<file path="src/rtl/uart_rx_ctrl_if.sv">
// Receive FIFO read-side bundle for uart_rx_ctrl.
// master = controller (word source), slave = consumer.
interface uart_rx_ctrl_if #(
  parameter int DBIT = 8
);
  logic            m_valid;
  logic            m_ready;
  logic [DBIT-1:0] m_data;
  logic            m_e_parity;
  logic            m_e_frame;

  modport master (
    output m_valid, m_data, m_e_parity, m_e_frame,
    input  m_ready
  );

  modport slave (
    input  m_valid, m_data, m_e_parity, m_e_frame,
    output m_ready
  );
endinterface

</file>
<file path="src/rtl/uart_rx_ctrl.sv">
// UART receive controller: baud divider, safe config apply, receive FIFO.
// Optional error counters enabled by `define UART_RX_CTRL_ERR_CNT_EN.
module uart_rx_ctrl #(
  parameter int DBIT  = 8,
  parameter int DEPTH = 4
) (
  input  logic            clk,
  input  logic            reset_n,
  input  logic            rx,
  input  logic            cfg_wr,
  input  logic [15:0]     cfg_div,
  input  logic [3:0]      cfg_dbit,
  input  logic [1:0]      cfg_pbit,
  input  logic [7:0]      cfg_sb_tick,
  input  logic [7:0]      cfg_os_tick,
  output logic            s_tick,
  output logic [3:0]      dbit,
  output logic [1:0]      pbit,
  output logic [7:0]      sb_tick,
  output logic [7:0]      os_tick,
  input  logic            rx_done_tick,
  input  logic [DBIT-1:0] rx_dout,
  input  logic            rx_e_parity,
  input  logic            rx_e_frame,
  output logic            overrun,
  input  logic            ovr_clr,
  output logic            cfg_pending,
`ifdef UART_RX_CTRL_ERR_CNT_EN
  input  logic            err_cnt_clr,
  output logic [7:0]      par_err_cnt,
  output logic [7:0]      frm_err_cnt,
`endif
  uart_rx_ctrl_if.master  m
);

  localparam int AW = $clog2(DEPTH);
  localparam int W  = DBIT + 2;

  typedef enum logic [1:0] {
    IDLE,
    ACTIVE,
    APPLY
  } state_t;

  typedef struct packed {
    logic [15:0] div;
    logic [3:0]  dbit;
    logic [1:0]  pbit;
    logic [7:0]  sb;
    logic [7:0]  os;
  } cfg_t;

  localparam cfg_t CFG_RST = '{
    div:  16'd163,
    dbit: 4'd8,
    pbit: 2'd0,
    sb:   8'd32,
    os:   8'd32
  };

  state_t state_q;
  cfg_t   act_q;
  cfg_t   shd_q;
  cfg_t   cfg_in;
  logic   pend_q;

  assign cfg_in = '{
    div:  cfg_div,
    dbit: cfg_dbit,
    pbit: cfg_pbit,
    sb:   cfg_sb_tick,
    os:   cfg_os_tick
  };

  // Active config only moves in APPLY, i.e. between frames.
  always_ff @(posedge clk or negedge reset_n) begin
    if (!reset_n) begin
      state_q <= IDLE;
      act_q   <= CFG_RST;
      shd_q   <= CFG_RST;
      pend_q  <= 1'b0;
    end else begin
      if (cfg_wr) shd_q <= cfg_in;
      unique case (state_q)
        IDLE: begin
          if (pend_q && rx)
            state_q <= APPLY;
          else if (!rx)
            state_q <= ACTIVE;
        end
        ACTIVE: begin
          if (rx_done_tick) state_q <= IDLE;
        end
        APPLY: begin
          act_q   <= shd_q;
          state_q <= IDLE;
        end
        default: state_q <= IDLE;
      endcase
      if (cfg_wr)
        pend_q <= 1'b1;
      else if (state_q == APPLY)
        pend_q <= 1'b0;
    end
  end

  logic [15:0] lim;
  logic [15:0] cnt_q;
  logic [15:0] cnt_d;
  logic        hit;
  logic        tick_q;

  // div of zero is treated as one.
  assign lim   = (act_q.div == 16'd0) ? 16'd0 : act_q.div - 16'd1;
  assign hit   = (cnt_q >= lim);
  assign cnt_d = hit ? 16'd0 : cnt_q + 16'd1;

  always_ff @(posedge clk or negedge reset_n) begin
    if (!reset_n) begin
      cnt_q  <= 16'd0;
      tick_q <= 1'b0;
    end else if (state_q == APPLY) begin
      cnt_q  <= 16'd0;
      tick_q <= 1'b0;
    end else begin
      cnt_q  <= cnt_d;
      tick_q <= hit;
    end
  end

  logic [W-1:0]  mem_q [DEPTH];
  logic [AW-1:0] wp_q;
  logic [AW-1:0] rp_q;
  logic [AW:0]   fcnt_q;
  logic          ovr_q;
  logic          full;
  logic          pop;
  logic          push;
  logic          drop;

  assign full = (fcnt_q == (AW+1)'(DEPTH));
  assign pop  = m.m_valid & m.m_ready;
  assign push = rx_done_tick & (~full | pop);
  assign drop = rx_done_tick & full & ~pop;

  always_ff @(posedge clk) begin
    if (push) mem_q[wp_q] <= {rx_dout, rx_e_parity, rx_e_frame};
  end

  always_ff @(posedge clk or negedge reset_n) begin
    if (!reset_n) begin
      wp_q   <= '0;
      rp_q   <= '0;
      fcnt_q <= '0;
      ovr_q  <= 1'b0;
    end else begin
      if (push) wp_q <= wp_q + 1'b1;
      if (pop)  rp_q <= rp_q + 1'b1;
      unique case ({push, pop})
        2'b10:   fcnt_q <= fcnt_q + 1'b1;
        2'b01:   fcnt_q <= fcnt_q - 1'b1;
        default: fcnt_q <= fcnt_q;
      endcase
      if (drop)
        ovr_q <= 1'b1;
      else if (ovr_clr)
        ovr_q <= 1'b0;
    end
  end

  assign m.m_valid = (fcnt_q != '0);
  assign {m.m_data, m.m_e_parity, m.m_e_frame} = mem_q[rp_q];

`ifdef UART_RX_CTRL_ERR_CNT_EN
  logic [7:0] par_q;
  logic [7:0] frm_q;

  // Counts every flagged word, dropped ones included.
  always_ff @(posedge clk or negedge reset_n) begin
    if (!reset_n) begin
      par_q <= 8'd0;
      frm_q <= 8'd0;
    end else if (err_cnt_clr) begin
      par_q <= 8'd0;
      frm_q <= 8'd0;
    end else begin
      if (rx_done_tick && rx_e_parity && par_q != 8'hFF)
        par_q <= par_q + 8'd1;
      if (rx_done_tick && rx_e_frame && frm_q != 8'hFF)
        frm_q <= frm_q + 8'd1;
    end
  end

  assign par_err_cnt = par_q;
  assign frm_err_cnt = frm_q;
`endif

  assign s_tick      = tick_q;
  assign dbit        = act_q.dbit;
  assign pbit        = act_q.pbit;
  assign sb_tick     = act_q.sb;
  assign os_tick     = act_q.os;
  assign cfg_pending = pend_q;
  assign overrun     = ovr_q;

endmodule

</file>
<file path="src/flat_wrapper.sv">
// flat-port wrapper written by rule: the top's interface ports become plain ports
module uart_rx_ctrl_flat 
#(
  parameter int DBIT  = 8,
  parameter int DEPTH = 4
)
  (clk, reset_n, rx, cfg_wr, cfg_div, cfg_dbit, cfg_pbit, cfg_sb_tick, cfg_os_tick, s_tick, dbit, pbit, sb_tick, os_tick, rx_done_tick, rx_dout, rx_e_parity, rx_e_frame, overrun, ovr_clr, cfg_pending, m_m_valid, m_m_data, m_m_e_parity, m_m_e_frame, m_m_ready);
  uart_rx_ctrl_if #(.DBIT(DBIT)) m_i ();
  input  logic clk;
  input  logic reset_n;
  input  logic rx;
  input  logic cfg_wr;
  input  logic [15:0] cfg_div;
  input  logic [3:0] cfg_dbit;
  input  logic [1:0] cfg_pbit;
  input  logic [7:0] cfg_sb_tick;
  input  logic [7:0] cfg_os_tick;
  output logic s_tick;
  output logic [3:0] dbit;
  output logic [1:0] pbit;
  output logic [7:0] sb_tick;
  output logic [7:0] os_tick;
  input  logic rx_done_tick;
  input  logic [DBIT-1:0] rx_dout;
  input  logic rx_e_parity;
  input  logic rx_e_frame;
  output logic overrun;
  input  logic ovr_clr;
  output logic cfg_pending;
  output wire logic [$bits(m_i.m_valid)-1:0] m_m_valid;
  output wire logic [$bits(m_i.m_data)-1:0] m_m_data;
  output wire logic [$bits(m_i.m_e_parity)-1:0] m_m_e_parity;
  output wire logic [$bits(m_i.m_e_frame)-1:0] m_m_e_frame;
  input wire logic [$bits(m_i.m_ready)-1:0] m_m_ready;
  assign m_m_valid = m_i.m_valid;
  assign m_m_data = m_i.m_data;
  assign m_m_e_parity = m_i.m_e_parity;
  assign m_m_e_frame = m_i.m_e_frame;
  assign m_i.m_ready = m_m_ready;
  uart_rx_ctrl #(.DBIT(DBIT), .DEPTH(DEPTH)) u_core (.clk(clk), .reset_n(reset_n), .rx(rx), .cfg_wr(cfg_wr), .cfg_div(cfg_div), .cfg_dbit(cfg_dbit), .cfg_pbit(cfg_pbit), .cfg_sb_tick(cfg_sb_tick), .cfg_os_tick(cfg_os_tick), .s_tick(s_tick), .dbit(dbit), .pbit(pbit), .sb_tick(sb_tick), .os_tick(os_tick), .rx_done_tick(rx_done_tick), .rx_dout(rx_dout), .rx_e_parity(rx_e_parity), .rx_e_frame(rx_e_frame), .overrun(overrun), .ovr_clr(ovr_clr), .cfg_pending(cfg_pending), .m(m_i));
endmodule
</file>
<file path="config.mk">
export PLATFORM = sky130hd
export DESIGN_NAME = uart_rx_ctrl_flat
export DESIGN_NICKNAME = d
export VERILOG_FILES = /design/src/rtl/uart_rx_ctrl_if.sv /design/src/rtl/uart_rx_ctrl.sv /design/src/flat_wrapper.sv
export SDC_FILE = /design/constraint.sdc
export NUM_CORES = 1
export LEC_CHECK = 0
export ABC_CLOCK_PERIOD_IN_PS = 3700
export BUFFER_PORTS_ARGS = -buffer_cell sky130_fd_sc_hd__buf_2
export CAP_MARGIN = 20
export CORE_MARGIN = 2
export CORE_UTILIZATION = 57
export CTS_CLUSTER_SIZE = 25
export DETAILED_ROUTE_END_ITERATION = 12
export PLACE_DENSITY = 0.79
export SETUP_SLACK_MARGIN = 0.05
export SYNTH_ARGS = -nofsm -noshare
export SYNTH_HDL_FRONTEND = slang
export SYNTH_SLANG_ARGS = --single-unit
</file>
<file path="constraint.sdc">
create_clock -name clk -period 3.7 [get_ports clk]
set_clock_uncertainty 0.15 [all_clocks]
set_input_delay 0.74 -clock clk [delete_from_list [all_inputs] [get_ports clk]]
set_output_delay 0.74 -clock clk [all_outputs]
set_load 0.1 [all_outputs]
</file>
======== Word-level counts from Yosys, hierarchy flattened ========
Memory sizes are Yosys's and may differ from the RTL's.
Cells that the tools add are included.
storage, ports and cells
  bits in registers ....................... 104
  memory bits (writable) .................. 40
  input port bits ......................... 55
  output and inout bits ................... 36
  logic and storage cells ................. 63
  memories kept ........................... 1
memories
  name          words  width  rd ports  clocked after Yosys merged registers in  wr ports  RTL line             source
  u_core.mem_q  4      10     1         0                                        1         uart_rx_ctrl.sv:131  logic [W-1:0] mem_q [DEPTH];
cells by class
  $add $sub $neg .......................... 6
  magnitude comparators ................... 1
  equal/unequal tests ..................... 7
  mux-type cells .......................... 15
  bitwise gates (word level) .............. 7
  reduce and logical (&&, ||, !) cells .... 8
operators with widths
  operator                                                               number
  16-bit two-way mux                                                     3
  16-bit by 1-bit adder with 16-bit output, second input constant        1
  16-bit >= comparator                                                   1
  16-bit zero test                                                       1
  16-bit by 1-bit subtractor with 16-bit output, second input constant   1
  1-bit two-way mux                                                      7
  2-bit two-way mux                                                      3
  3-bit case mux with 2 select lines                                     1
  2-bit nonzero test                                                     3
  2-bit by 1-bit adder with 2-bit output, second input constant          2
  1-bit bitwise AND                                                      4
  2-bit by 1-bit equality test with 1-bit output, second input constant  2
  2-bit equality test, second input constant                             2
  2-bit case mux with 2 select lines                                     1
  3-bit by 1-bit adder with 3-bit output, second input constant          1
  3-bit equality test, second input constant                             1
  3-bit by 2-bit != test with 1-bit output, second input constant        1
  3-bit nonzero test                                                     1
  3-bit by 1-bit subtractor with 3-bit output, second input constant     1
  2-bit zero test                                                        1
  2-bit != test, second input constant                                   1
  1-bit inverter                                                         2
  2-bit AND reduction                                                    1
  1-bit logical AND                                                      1
  1-bit bitwise OR                                                       1

======== Longest topological paths before layout ========
  depth in word-level cells ............... 6
  gate-level depth with buffers ........... 13

======== Least setup slack after synthesis ========
No wires, ideal clock.
  path kind ............................... flip-flop to flip-flop
  start point ............................. reg u_core.act_q[26] (netlist name)
  end point ............................... reg u_core.cnt_q[10]
  arrival ................................. 3.121 ns
  data required time ...................... 3.464 ns
  setup slack ............................. 0.343 ns
  cell stages (with the launch flop) ...... 11
  path buffers ............................ 1
  cells stage by stage .................... dfrtp_1 -> nor4_4 -> nand3_2 -> or4_4 -> and2_2 -> ha_1 -> nand2b_1 -> a2111oi_2 -> o41ai_4 -> buf_2 -> nor3_1
on the way
  cells in the longest elaborated chain, start to end .. 5
  elaborated cells on any way between the ends .. 6
  classes of those cells .................. add/sub: 1; order compare: 1; mux: 3; reduce/logical: 1
ends and longest elaborated chain
  what                                                                               RTL line             source
  start, declared                                                                    uart_rx_ctrl.sv:62   cfg_t act_q;
  start signal, assigned                                                             uart_rx_ctrl.sv:95   act_q <= shd_q;
  16-bit by 1-bit subtractor with 16-bit output or 16-bit zero test (tied branches)  uart_rx_ctrl.sv:114  assign lim = (act_q.div == 16'd0) ? 16'd0 : act_q.div - 16'd1;
  16-bit two-way mux (*)                                                             uart_rx_ctrl.sv:114
  16-bit >= comparator (*)                                                           uart_rx_ctrl.sv:115  assign hit = (cnt_q >= lim);
  16-bit two-way mux (*)                                                             uart_rx_ctrl.sv:116  assign cnt_d = hit ? 16'd0 : cnt_q + 16'd1;
  16-bit two-way mux (*)                                                             uart_rx_ctrl.sv:122  end else if (state_q == APPLY) begin
  end signal, assigned                                                               uart_rx_ctrl.sv:126  cnt_q <= cnt_d;
  end, declared                                                                      uart_rx_ctrl.sv:108  logic [15:0] cnt_q;
Mark *: on every way between the ends. The rest lies on a longest branch, timed or not.
A chain may end at the register's enable or synchronous reset.

======== Worst setup path in the final report ========
  start point ............................. reg u_core.act_q[26] (netlist name)
  end point ............................... reg u_core.cnt_q[14]
Same word-level chain as after synthesis.

==> impl_metrics.toml <==
[cts]
htreeDepth = 4
clk_latency_ns = 0.42
ctsLongestPathBuffers = 2
cts_tree = "built"
root_buffer = "clkbuf_16"
cts_sinks = 144
cts.hold.buffers_added = 0
cts_buffers = 17
cts.clk_slew.worst_paths_ns = 0.06

[floorplanning]
rows = 39
ios = 91
initial_utilization_pct = 58.1
fp.dieH_um = 111
die_width_um = 111
core_area_um2 = 11300
die-area_um2 = 12400

[setup_path]
r2r-start = "u_core.act_q[26]"
crit_type = "reg -> reg"
cp-end-kind = "flip-flop"
cp_data_arrival_time_ns = 3.63
start_kind = "flip-flop"
r2r_slack_ns = 0.25
reg2reg_depth = 10
required_ns = 3.88
cp_max_fo = 16
r2r_end = "u_core.cnt_q[14]"

[layout]
nets = 704
fin_cells = 780
drive_above_1_share_pct = 31.6
syn_to_final_growth_pct = 16.3
diodes = 0

[power]
pwr-share-comb_pct = 43.2
power_frac_clock_pct = 23.6
power.leakage_nw = 3.42
switchingPower_mw = 3.38
p_int_mw = 4.03
powerDensity_nw_per_um2 = 968
peakVddDrop_mv = 0.789
seqPwrFrac_pct = 33.2
p_sw_share_pct = 45.6

[timing]
period_minus_slack_ns = 3.45
tightest_slew_ns = 0.901
setup_viol = 0
tns_ns = 0
period_share_pct = 93.3
fmax_mhz = 290
slew_violations = 0
rsz0062_at_grt = "false"
hold_violations = 0
relSlewSlack_pct = 39.9
whs_ns = 0.0618

[yosys]
async_flop_share_pct = 72.2
synth.cell_area_um2 = 6580
yosysSeqAreaShare_pct = 58.1
ys_types = 48
synth.ff_latch_count = 144
synth_edf_count = 40
synth_area_leaders = "dfrtp_1 (34%), edfxtp_1 (18%), nand2_1 (7.6%)"
syn_inst = 551
yosysWarningCount = 0
ys.flop_type = "dfrtp_1"
synth.top_cell.area_share_pct = 34.2
avgSynthCellArea_um2 = 11.9
yosysTopAreaCell = "dfrtp_1"
synth_nets = 631

[global_route]
gr-usage-all-layers_pct = 22.1
antenna_found_initial = 0
overflow = 0
grt_max_degree = 84
grt_pass1_wl_um = 21700
grt_pass1_vias = 4525

[place]
dp_cells = 747
dpl.hpwl_um = 8480
place.gp.congestion = 0.822
io_buffers = 90

[run]
maxCapViolations = 0

[routing]
drt_iter0_drc = 190
viasPerCell = 5.46
firstDrtPassIters = 4
totalWireLength_um = 12700
drc = 0
detail-route-antenna-nets = 0
avgRoutedWirePerCell_um = 16.3
dr_total_vias = 4255

[hold_path]
hold_class = "in -> async"

[outcome]
status = "finished, final reports clean"
## layout make-up
type	count	area (um2)
timing repair buffer	96	510
clock inverter	11	155
multi-input combinational	350	2470
fill	821	3670
sequential	144	3820
inverter	15	56.3
clock buffer	21	454
tap	143	179
## synthesized netlist by cell type (all sizes together) (2+ instances only)
| cell | count |
|---|---|
| nor2b | 3 |
| mux2 | 38 |
| a21oi | 5 |
| o31a | 2 |
| buf | 27 |
| nor4 | 10 |
| dfstp | 14 |
| and2 | 7 |
| o21a | 2 |
| or2 | 2 |
| edfxtp | 40 |
| dfrtp | 90 |
| mux4 | 10 |
| or3 | 3 |
| nand4 | 7 |
| o21ai | 9 |
| nor2 | 13 |
| inv | 15 |
| ha | 24 |
| xor2 | 9 |
| xnor2 | 21 |
| nand3 | 9 |
| nand2 | 133 |
| clkbuf | 15 |
| nand2b | 3 |
| a211oi | 2 |
| nor3 | 24 |
## logic make-up after synthesis
family          Yosys count  synth area share, %
flops                   144                 58.1
mux                      49                 10.1
compound gates           26                 2.99
fa+ha+maj                25                 4.87
buf+inv                  57                 4.66
xor+xnor                 30                 4.00
simple gates            220                 15.3
## routing by layer
layer | wire length, um | vias up | track usage [%]
li1 | - | 2021 | -
met1 | 5370 | 2113 | 28.0
met2 | 6530 | 103 | 37.0
met3 | 624 | 18 | 6.48
met4 | 189 | 0 | 7.24
met5 | 0 | - | 0
## power groups by stage
stage / Combinational, mW / Sequential, mW / Clock, mW
detailed placement: 3.14 / 2.47 / 0
global route: 3.43 / 2.52 / 1.85
global placement: 3.05 / 2.43 / 0
CTS: 3.15 / 2.46 / 1.78
floorplan: 2.80 / 2.37 / 0
finish: 3.20 / 2.46 / 1.75
## worst max path at each step
| stage | startpoint | end | slack [ns] | cells after the start |
|---|---|---|---|---|
| after floorplan | u_core.act_q[26] | u_core.cnt_q[10] | 0.34 | 10 |
| after global placement | u_core.act_q[26] | u_core.cnt_q[15] | 0.30 | 10 |
| after detailed placement | u_core.act_q[26] | u_core.cnt_q[8] | 0.11 | 10 |
| after CTS | u_core.act_q[26] | u_core.cnt_q[14] | 0.1 | 10 |
| after global routing | u_core.act_q[26] | u_core.cnt_q[14] | 0.03 | 10 |
| final | u_core.act_q[26] | u_core.cnt_q[14] | 0.25 | 10 |
## cells in the final DEF (no fill, tap or decap), drive strengths merged, types with 4 or more instances in the layout
cell type,count
clkinv,4
mux4,10
xor2,9
mux2,38
o21ai,9
a21oi,5
edfxtp,40
ha,24
nor2,13
dfrtp,90
nor4,10
clkbuf,21
xnor2,21
nor3,24
buf,96
and2,7
nand4,7
dfstp,14
nand2,133
nand3,9
inv,18
## critical path: stages (launching register included)
cell	delay [ns]
dfrtp_1	0.44
nor4_4	0.33
nand3_2	0.15
or4_4	0.62
and2_2	0.23
ha_1	0.27
nand2b_1	0.18
a2111oi_4	0.39
o41ai_4	0.12
buf_4	0.24
nor3_1	0.23
## timing repair
action | 4_1_cts | 5_1_grt
buffers inserted | 0 | 1
setup endpoints to repair | 0 | 17
hold endpoints to repair | 0 | 0
gates resized for setup | 0 | 4
## stage by stage
step	area [um2]	setup WS [ns]	power, mW	utilization (%)
4_1_cts	7620	0.0975	7.39	67.3
5_1_grt	7650	0.0326	7.80	67.6
3_5_place_dp	7010	0.111	5.61	61.9
6_report	7650	0.249	7.41	67.6
3_3_place_gp	7010	0.300	5.48	61.9
2_1_floorplan	6580	0.343	5.16	-
## flip-flops by register name, summed over array words and instances, names as in the netlist, 3 cells and up
signal / count
u_core.mem_q: 40
u_core.os_tick: 8
u_core.act_q: 16
u_core.dbit: 4
u_core.sb_tick: 8
u_core.fcnt_q: 3
u_core.cnt_q: 16
u_core.shd_q: 38
(Power assumes the default switching activity.)
